## config.mk

```make
export PLATFORM = sky130hd
export DESIGN_NAME = wmst_axi_writer
export DESIGN_NICKNAME = d
export VERILOG_FILES = /design/src/rtl/wmst_axi_writer.sv
export SDC_FILE = /design/constraint.sdc
export NUM_CORES = 1
export LEC_CHECK = 0
export CORE_AREA = 5 5 506 508
export CTS_BUF_LIST = sky130_fd_sc_hd__clkbuf_16
export CTS_CLUSTER_SIZE = 14
export DETAILED_ROUTE_END_ITERATION = 16
export DIE_AREA = 0 0 511 513
export PLACE_DENSITY = 0.3
export SKIP_LAST_GASP = 1
export SLEW_MARGIN = 30
export SYNTH_ARGS = -nofsm -noshare
export SYNTH_HDL_FRONTEND = slang
export SYNTH_SLANG_ARGS = --single-unit
```

## constraint.sdc

```tcl
create_clock -name clk -period 4.4 [get_ports clk]
set_input_delay 0.66 -clock clk [delete_from_list [all_inputs] [get_ports clk]]
set_output_delay 0.66 -clock clk [all_outputs]
set_load 0.02 [all_outputs]
```

## src/rtl/wmst_axi_writer.sv

```systemverilog
// wmst_axi_writer: AXI4 write master for the OFM flattening stage.
// Turns a (byte address, byte size) request plus a DATA_W-bit stream into
// one or more AXI4 INCR write bursts. Only one burst is in flight at a time.
// Pulses done after the final write response.
// Optional feature macro: WMST_4K_SPLIT_EN (clamp bursts at 4 KB boundaries).
module wmst_axi_writer #(
    parameter int DATA_W    = 512,
    parameter int ADDR_W    = 64,
    parameter int MAX_BEATS = 16
) (
    input  logic                clk,
    input  logic                rst_n,
    input  logic                req,
    input  logic [ADDR_W-1:0]   addr,
    input  logic [ADDR_W-1:0]   xfer_size,
    output logic                done,
    output logic                busy,
    output logic                err,
    input  logic [DATA_W-1:0]   s_tdata,
    input  logic                s_valid,
    output logic                s_ready,
    output logic [ADDR_W-1:0]   awaddr,
    output logic [7:0]          awlen,
    output logic [2:0]          awsize,
    output logic [1:0]          awburst,
    output logic                awvalid,
    input  logic                awready,
    output logic [DATA_W-1:0]   wdata,
    output logic [DATA_W/8-1:0] wstrb,
    output logic                wlast,
    output logic                wvalid,
    input  logic                wready,
    input  logic [1:0]          bresp,
    input  logic                bvalid,
    output logic                bready
);

    localparam int         BPB     = DATA_W / 8;
    localparam int         LOG_BPB = $clog2(BPB);
    localparam int         BL_W    = ADDR_W - LOG_BPB;
    localparam logic [8:0] MAX_B   = 9'(MAX_BEATS);

    typedef enum logic [2:0] {IDLE, AW, W, B, DONE} state_t;

    state_t            state;
    logic [ADDR_W-1:0] cur_addr;
    logic [BL_W-1:0]   beats_left;
    logic [8:0]        beat_cnt;

    // Only the SLVERR/DECERR bit of the response matters here.
    logic unused_bresp;
    assign unused_bresp = bresp[0];

    // Whole beats in the request; sub-beat remainder bytes are dropped.
    logic [BL_W-1:0] req_beats;
    assign req_beats = xfer_size[ADDR_W-1:LOG_BPB];

    // Address of the burst after the one currently in flight (wraps naturally).
    logic [ADDR_W-1:0] next_addr;
    assign next_addr = cur_addr + (ADDR_W'({1'b0, awlen} + 9'd1) << LOG_BPB);

    function automatic logic [8:0] burst_len(input logic [BL_W-1:0] beats,
                                             input logic [8:0]      cap);
        if (beats > BL_W'(cap)) return cap;
        return beats[8:0];
    endfunction

    logic [8:0] req_cap;
    logic [8:0] nxt_cap;

`ifdef WMST_4K_SPLIT_EN
    // Beats left before the next 4 KB page, limited to MAX_BEATS.
    function automatic logic [8:0] page_cap(input logic [11:0] page_off);
        logic [12:0] room;
        room = (13'd4096 - {1'b0, page_off}) >> LOG_BPB;
        if (room < 13'(MAX_B)) return room[8:0];
        return MAX_B;
    endfunction

    assign req_cap = page_cap(addr[11:0]);
    assign nxt_cap = page_cap(next_addr[11:0]);
`else
    assign req_cap = MAX_B;
    assign nxt_cap = MAX_B;
`endif

    logic [8:0] req_burst;
    logic [8:0] nxt_burst;
    assign req_burst = burst_len(req_beats, req_cap);
    assign nxt_burst = burst_len(beats_left, nxt_cap);

    // Fixed AXI attributes: full-width beats, INCR bursts.
    assign awsize  = 3'(LOG_BPB);
    assign awburst = 2'b01;
    assign awaddr  = cur_addr;

    // W channel is a zero-latency pass-through, gated so nothing drains outside W.
    assign wvalid  = (state == W) && s_valid;
    assign s_ready = (state == W) && wready;
    assign wdata   = (state == W) ? s_tdata : '0;
    assign wstrb   = '1;
    assign wlast   = (state == W) && (beat_cnt == 9'd1);

    logic w_hs;
    assign w_hs = wvalid && wready;

    // Control FSM with registered AW, B and status outputs.
    always_ff @(posedge clk or negedge rst_n) begin
        if (!rst_n) begin
            // NOTE: every flop here is a real control register, so all of them
            // get the async reset; non-blocking updates keep the FSM race-free.
            state      <= IDLE;
            cur_addr   <= '0;
            beats_left <= '0;
            beat_cnt   <= '0;
            awlen      <= '0;
            awvalid    <= 1'b0;
            bready     <= 1'b0;
            done       <= 1'b0;
            busy       <= 1'b0;
            err        <= 1'b0;
        end else begin
            case (state)
                IDLE: begin
                    if (req) begin
                        cur_addr   <= addr;
                        beats_left <= req_beats;
                        err        <= |xfer_size[LOG_BPB-1:0];
                        busy       <= 1'b1;
                        if (req_beats == '0) begin
                            state <= DONE;
                            done  <= 1'b1;
                        end else begin
                            state   <= AW;
                            awvalid <= 1'b1;
                            awlen   <= 8'(req_burst - 9'd1);
                        end
                    end
                end
                AW: begin
                    if (awready) begin
                        awvalid  <= 1'b0;
                        beat_cnt <= {1'b0, awlen} + 9'd1;
                        state    <= W;
                    end
                end
                W: begin
                    if (w_hs) begin
                        beat_cnt   <= beat_cnt - 9'd1;
                        beats_left <= beats_left - BL_W'(1);
                        if (beat_cnt == 9'd1) begin
                            state  <= B;
                            bready <= 1'b1;
                        end
                    end
                end
                B: begin
                    if (bvalid) begin
                        bready   <= 1'b0;
                        cur_addr <= next_addr;
                        if (bresp[1]) err <= 1'b1;
                        if (beats_left != '0) begin
                            state   <= AW;
                            awvalid <= 1'b1;
                            awlen   <= 8'(nxt_burst - 9'd1);
                        end else begin
                            state <= DONE;
                            done  <= 1'b1;
                        end
                    end
                end
                DONE: begin
                    done  <= 1'b0;
                    busy  <= 1'b0;
                    state <= IDLE;
                end
                default: state <= IDLE;
            endcase
        end
    end

endmodule

```

== After elaboration in Yosys (flattened, before gate mapping) ==
Index checks and enable logic that the tools add are counted.

* Flip-flop bits (word level): 147
* Output and inout bits: 661

* $add $sub $neg: 7
* Magnitude comparators: 2
* Equality and inequality tests: 15
* Multiplexer cells: 50
* Reductions and logical operators: 25

{| class="wikitable"
|+ Operators with widths
! kind !! count
|-
| two-way mux 512 bit || 1
|-
| two-way mux 64 bit || 2
|-
| one-hot mux 64 bit (2 select lines) || 1
|-
| greater-than comparator 58 x 5 -> 1 bit, second input constant || 2
|-
| two-way mux 58 bit || 2
|-
| one-hot mux 58 bit (2 select lines) || 1
|-
| adder 64 x 15 -> 64 bit || 1
|-
| two-way mux 8 bit || 8
|-
| logical NOT 58 bit || 1
|-
| nonzero test 58 bit || 1
|-
| subtractor 58 x 1 -> 58 bit, second input constant || 1
|-
| two-way mux 3 bit || 7
|-
| adder 8 x 1 -> 9 bit, second input constant || 2
|-
| two-way mux 1 bit || 18
|-
| two-way mux 9 bit || 2
|-
| inequality test 2 bit, second input constant || 9
|-
| one-hot mux 9 bit (2 select lines) || 1
|-
| one-hot mux 8 bit (2 select lines) || 1
|-
| subtractor 8 x 1 -> 8 bit, second input constant || 2
|-
| AND reduction 5 bit || 3
|-
| one-hot mux 3 bit (4 select lines) || 1
|-
| nonzero test 2 bit || 5
|-
| == test 9 x 1 -> 1 bit, second input constant || 1
|-
| AND reduction 3 bit || 3
|-
| other kinds (14) || 23
|}

== Longest topological paths before layout ==
* Depth in word-level cells: 7
* Mapped depth: 12
* Gate-level depth less buffers: 11

== Least setup slack after synthesis ==
OpenSTA, ideal clock, no wires.

* Kind: flip-flop to flip-flop
* Start: register awlen[0]
* End: register cur_addr[62], in the netlist awaddr[62]
* Arrival time: 3280 ps
* Required time: 4274 ps
* Setup slack: 994 ps
* Cell stages (with the launch flop): 12
* Buffers on the path: 0
* Period minus slack after synthesis: 3406 ps
* Path through: dfrtp_1 and3_1 nand3_1 or2_2 xnor2_1 ha_1 nand3_1 or3_1 a31oi_1 o21ai_1 or3_1 o311a_1

* Longest elaborated chain between the ends: 4

{| class="wikitable"
|+ RTL lines
! item !! RTL line !! text
|-
| start: declaration || 23 || <nowiki>output logic [7:0] awlen,</nowiki>
|-
| start signal: assignment || 136 || <nowiki>awlen <= 8'(req_burst - 9'd1);</nowiki>
|-
| start signal: assignment || 165 || <nowiki>awlen <= 8'(nxt_burst - 9'd1);</nowiki>
|-
| adder 8 x 1 -> 9 bit || 60 || <nowiki>assign next_addr = cur_addr + (ADDR_W'({1'b0, awlen} + 9'd1) << LOG_BPB);</nowiki>
|-
| adder 64 x 15 -> 64 bit || 60 ||
|-
| two-way mux 64 bit || 158 || <nowiki>if (bvalid) begin</nowiki>
|-
| one-hot mux 64 bit (2 select lines) || 123 || <nowiki>case (state)</nowiki>
|-
| end signal: assignment || 126 || <nowiki>cur_addr <= addr;</nowiki>
|-
| end signal: assignment || 160 || <nowiki>cur_addr <= next_addr;</nowiki>
|-
| end: declaration || 46 || <nowiki>logic [ADDR_W-1:0] cur_addr;</nowiki>
|}

No other way between the ends. The select of a mux whose other input is x is not followed.
A chain may end at the register's enable or synchronous reset.

== Worst setup path after layout ==
* Start: register state[1]
* End: output port wdata[303]

* Longest elaborated chain between the ends: 2

{| class="wikitable"
|+ RTL lines
! item !! RTL line !! text
|-
| start: declaration || 45 || <nowiki>state_t state;</nowiki>
|-
| start signal: assignment || 112 || <nowiki>state <= IDLE;</nowiki>
|-
| start signal: assignment || 131 || <nowiki>state <= DONE;</nowiki>
|-
| start signal: assignment || 134 || <nowiki>state <= AW;</nowiki>
|-
| == test 3 x 2 -> 1 bit || 100 || <nowiki>assign wdata = (state == W) ? s_tdata : '0;</nowiki>
|-
| two-way mux 512 bit || 100 ||
|-
| end: declaration || 28 || <nowiki>output logic [DATA_W-1:0] wdata,</nowiki>
|}

No other way between the ends.

==> impl_results.md <==
* Leading cell types by count after synthesis: 524 x sky130_fd_sc_hd__and2_1, 147 x sky130_fd_sc_hd__dfrtp_1, 139 x sky130_fd_sc_hd__nor2_1, 137 x sky130_fd_sc_hd__a21oi_1, 133 x sky130_fd_sc_hd__clkbuf_1
* Commonest register cell after synthesis: sky130_fd_sc_hd__dfrtp_1
* Buffer type at the clock tree root: sky130_fd_sc_hd__clkbuf_16
* Required time at the worst-slack endpoint at 3740 ps
* Post-layout net count at 3746
* Top cell type's share of synthesized area at 0.2642
* # resized after CTS at 0
* Count of flip-flops with a built-in enable after synthesis at 0
* Timing-limited maximum frequency at 250.9 MHz
* Drt wl/cell at 37.46 µm
* Hold-fix buffer count after cts at 0
* Skew final at 30.76 ps
* Clock latency of the later-clocked register in the worst-skew pair at 540 ps
* Layout cell share with drive strength beyond 1 at 0.08821
* Total of fill cells in the finished design at 28931
* Worst vdd rail ir drop at 242.0 µV
* Clock tree from TritonCTS: built
* Cell leakage power at 10.73 nW
* Most numerous cell in the Yosys netlist: sky130_fd_sc_hd__and2_1
* Number of remaining DRC errors at 0
* Outcome: completed
* Switching power as a share of total power at 0.5862
* Vertical die dimension at 513 µm
* Total number of yosys warnings at 0
* Net switching power at 11.37 mW
* Wire length of the first global-routing pass at 288100 µm
* Final RePlAce weighted congestion at 0.9345
* Slew at the pin closest to its max-slew limit at 990.6 ps
* Gate power share at 0.763
* RSZ-0062 raised after global routing: no
* Relative slew slack at 0.3345
* HPWL Detailed at 223700 µm
* Number of distinct standard cells referenced by the synthesized netlist at 69
* Sink Count at 147
* Critical Path End Type: output pin
* Portion of total power attributed to sequential cells at 0.150
* Max-slew violation count at 0
* Number of buffers inserted during clock tree synthesis at 17
* Post-route ant nets at 0
* Avg Synthesized Cell Area at 7.278 µm²
* Width of the chip at 511 µm
* Fraction of registers with async set or reset after synthesis at 1.000
* Total area of multi-input combinational cells at 0.009393 mm²
* Overall routing resource usage at 0.1767
* Detailed-routing iteration count for the pre-antenna-repair pass at 5
* Number of hold-slack violations in the final timing report at 0
* Post-CTS setup repair buffer count at 0
* Sequential cell area fraction in the yosys report at 0.2642
* Power Internal at 8.025 mW
* Synthesis-to-layout area growth at 120.9%
* Power Density at 630.4 mW/mm²
* Max H-tree Level at 4
* Number of port buffers at 1239
* Final setup viols at 0
* Final routed wirelength across all metal layers at 243900 µm
* Hold WC Path Type: primary input to async pin
* Netlist Area Pre-Place at 0.01392 mm²
* Sequential Area at 0.003680 mm²
* Synthesized flop and latch total at 147
* Via-to-Cell Ratio at 3.230
* Clock share of power at 0.087
* Cell taking the most area after synthesis: sky130_fd_sc_hd__dfrtp_1
* Final min period at 3986 ps
* Gate count after technology mapping at 1913
* Clock-pin slew on the worst setup and hold paths at 80 ps
* I/O pin count at 1310
* Final critical-path share of the clock period at 0.9059
* Tightest hold margin at 198.6 ps
* Overall via count from detail_route at 21026
* 1st-iter DRT viols at 1779
* Via count of the first global-routing pass at 20180
* FP Rows at 184
* Data arrival time of the critical path at 3330 ps
* Initial core utilization at 0.05553
* Element type at the critical path start: flop
* Largest fanout on the critical path at 56
* Utilization after layout at 0.1227
* Final total negative setup slack at 0 ps
* Max-cap check violation count at 0
* Total global routing overflow at 0
* Initial antenna violation count at 223
* Largest net degree at the start of global routing at 120
* Die area at 0.2621 mm²
* Maximum buffer depth of the clock tree at 2
* Area inside the core boundary at 0.2507 mm²
* Worst setup path class: flop to output pin
* Most area-consuming cells after synthesis: sky130_fd_sc_hd__dfrtp_1 26%, sky130_fd_sc_hd__and2_1 24%, sky130_fd_sc_hd__a21oi_1 4.9%
## power by group through the flow
stage,clock (mW),combinational (mW),sequential (mW)
after floorplan,0,6.18,2.97
after global placement,0,15.1,2.90
after detailed placement,0,15.1,2.91
after CTS,1.78,15.2,2.89
after global routing,1.79,15.7,3.02
final,1.69,14.8,2.91
## registers in the layout (all words and copies together) (netlist names), 3 cells and up
name,count
state,3
awaddr,64
awlen,8
beats_left,58
beat_cnt,9
## metrics by stage
stage / area [µm²] / power [mW] / std cells / worst slack, ps
floorplan: 14170 / 9.145 / 1980 / 994.5
CTS: 30590 / 19.83 / 6443 / 295.1
global placement: 29960 / 18.04 / 6411 / 583.7
detailed placement: 29960 / 18.04 / 6411 / 600.2
global route: 30650 / 20.48 / 6468 / 148.6
finish: 30760 / 19.39 / 6510 / 413.9
## area by class of cell
cell class                      count  share of cell area
Antenna cell                       67            0.005451
Inverter                           23            0.002807
Clock buffer                       17             0.01383
Timing Repair Buffer             1297              0.4101
Clock inverter                     15            0.006631
Sequential cell                   147              0.1196
Multi-Input combinational cell   1596              0.3054
Tap cell                         3348              0.1362
## final timing paths
check                                          start                      to  slack, ps  cells after the start
min reg2reg                    awaddr[4]$_DFFE_PN0P_   awaddr[4]$_DFFE_PN0P_        480                      2
max reg2reg                beats_left[1]$_DFFE_PN0P_    awlen[5]$_DFFE_PN0P_        830                     10
min in group clk               awaddr[4]$_DFFE_PN0P_   awaddr[4]$_DFFE_PN0P_        480                      2
min                                            rst_n     awvalid$_DFFE_PN0P_        200                      1
max                             state[1]$_DFFE_PN0P_              wdata[303]        410                      7
max in group asynchronous                      rst_n  awaddr[56]$_DFFE_PN0P_       3220                      2
## cell usage in the layout, fill, tap and decap left out, types with 17 or more instances in the layout
master	count
sky130_fd_sc_hd__o22ai_1	34
sky130_fd_sc_hd__inv_1	23
sky130_fd_sc_hd__clkdlybuf4s50_1	1093
sky130_fd_sc_hd__o22a_1	26
sky130_fd_sc_hd__clkbuf_16	17
sky130_fd_sc_hd__o21ai_0	58
sky130_fd_sc_hd__or3_1	24
sky130_fd_sc_hd__buf_4	192
sky130_fd_sc_hd__a2bb2oi_1	18
sky130_fd_sc_hd__and3_1	18
sky130_fd_sc_hd__and2_1	524
sky130_fd_sc_hd__conb_1	69
sky130_fd_sc_hd__nor4_1	31
sky130_fd_sc_hd__a21oi_1	136
sky130_fd_sc_hd__dfrtp_1	146
sky130_fd_sc_hd__diode_2	67
sky130_fd_sc_hd__nand3_1	72
sky130_fd_sc_hd__nor2_1	137
sky130_fd_sc_hd__nand2_1	131
sky130_fd_sc_hd__nand4_1	34
sky130_fd_sc_hd__nor3_1	53
sky130_fd_sc_hd__a31oi_1	19
## critical path, stage by stage, from the launching register on
cell	delay (ps)
sky130_fd_sc_hd__dfrtp_2	470
sky130_fd_sc_hd__nand2b_1	230
sky130_fd_sc_hd__nor2_4	210
sky130_fd_sc_hd__buf_12	230
sky130_fd_sc_hd__buf_4	300
sky130_fd_sc_hd__buf_4	420
sky130_fd_sc_hd__and2_1	200
sky130_fd_sc_hd__clkdlybuf4s50_1	660
## kinds of logic (layout without fill, tap and decap cells)
group	count (synthesis)	in the layout	share of synthesized area
buffers and inverters	237	1352	0.08313
XOR/XNOR	13	13	0.008178
flip-flops	147	147	0.2642
adder cells (fa/ha/maj)	15	15	0.01402
multiplexers	5	5	0.003685
AO/OA/AOI/OAI	408	408	0.1911
AND/OR/NAND/NOR	1086	1086	0.4352
other	2	136	0.0005394
## layer usage
metal  vias to the layer above  routed length (µm)  GRT usage
met2                      1340              125000     0.3269
met3                       407               35300     0.1150
met5                         -                 848          0
li1                       8975                   -          -
met4                       124                6576    0.03605
met1                     10180               76190     0.1619
(Power assumes the default switching activity.)
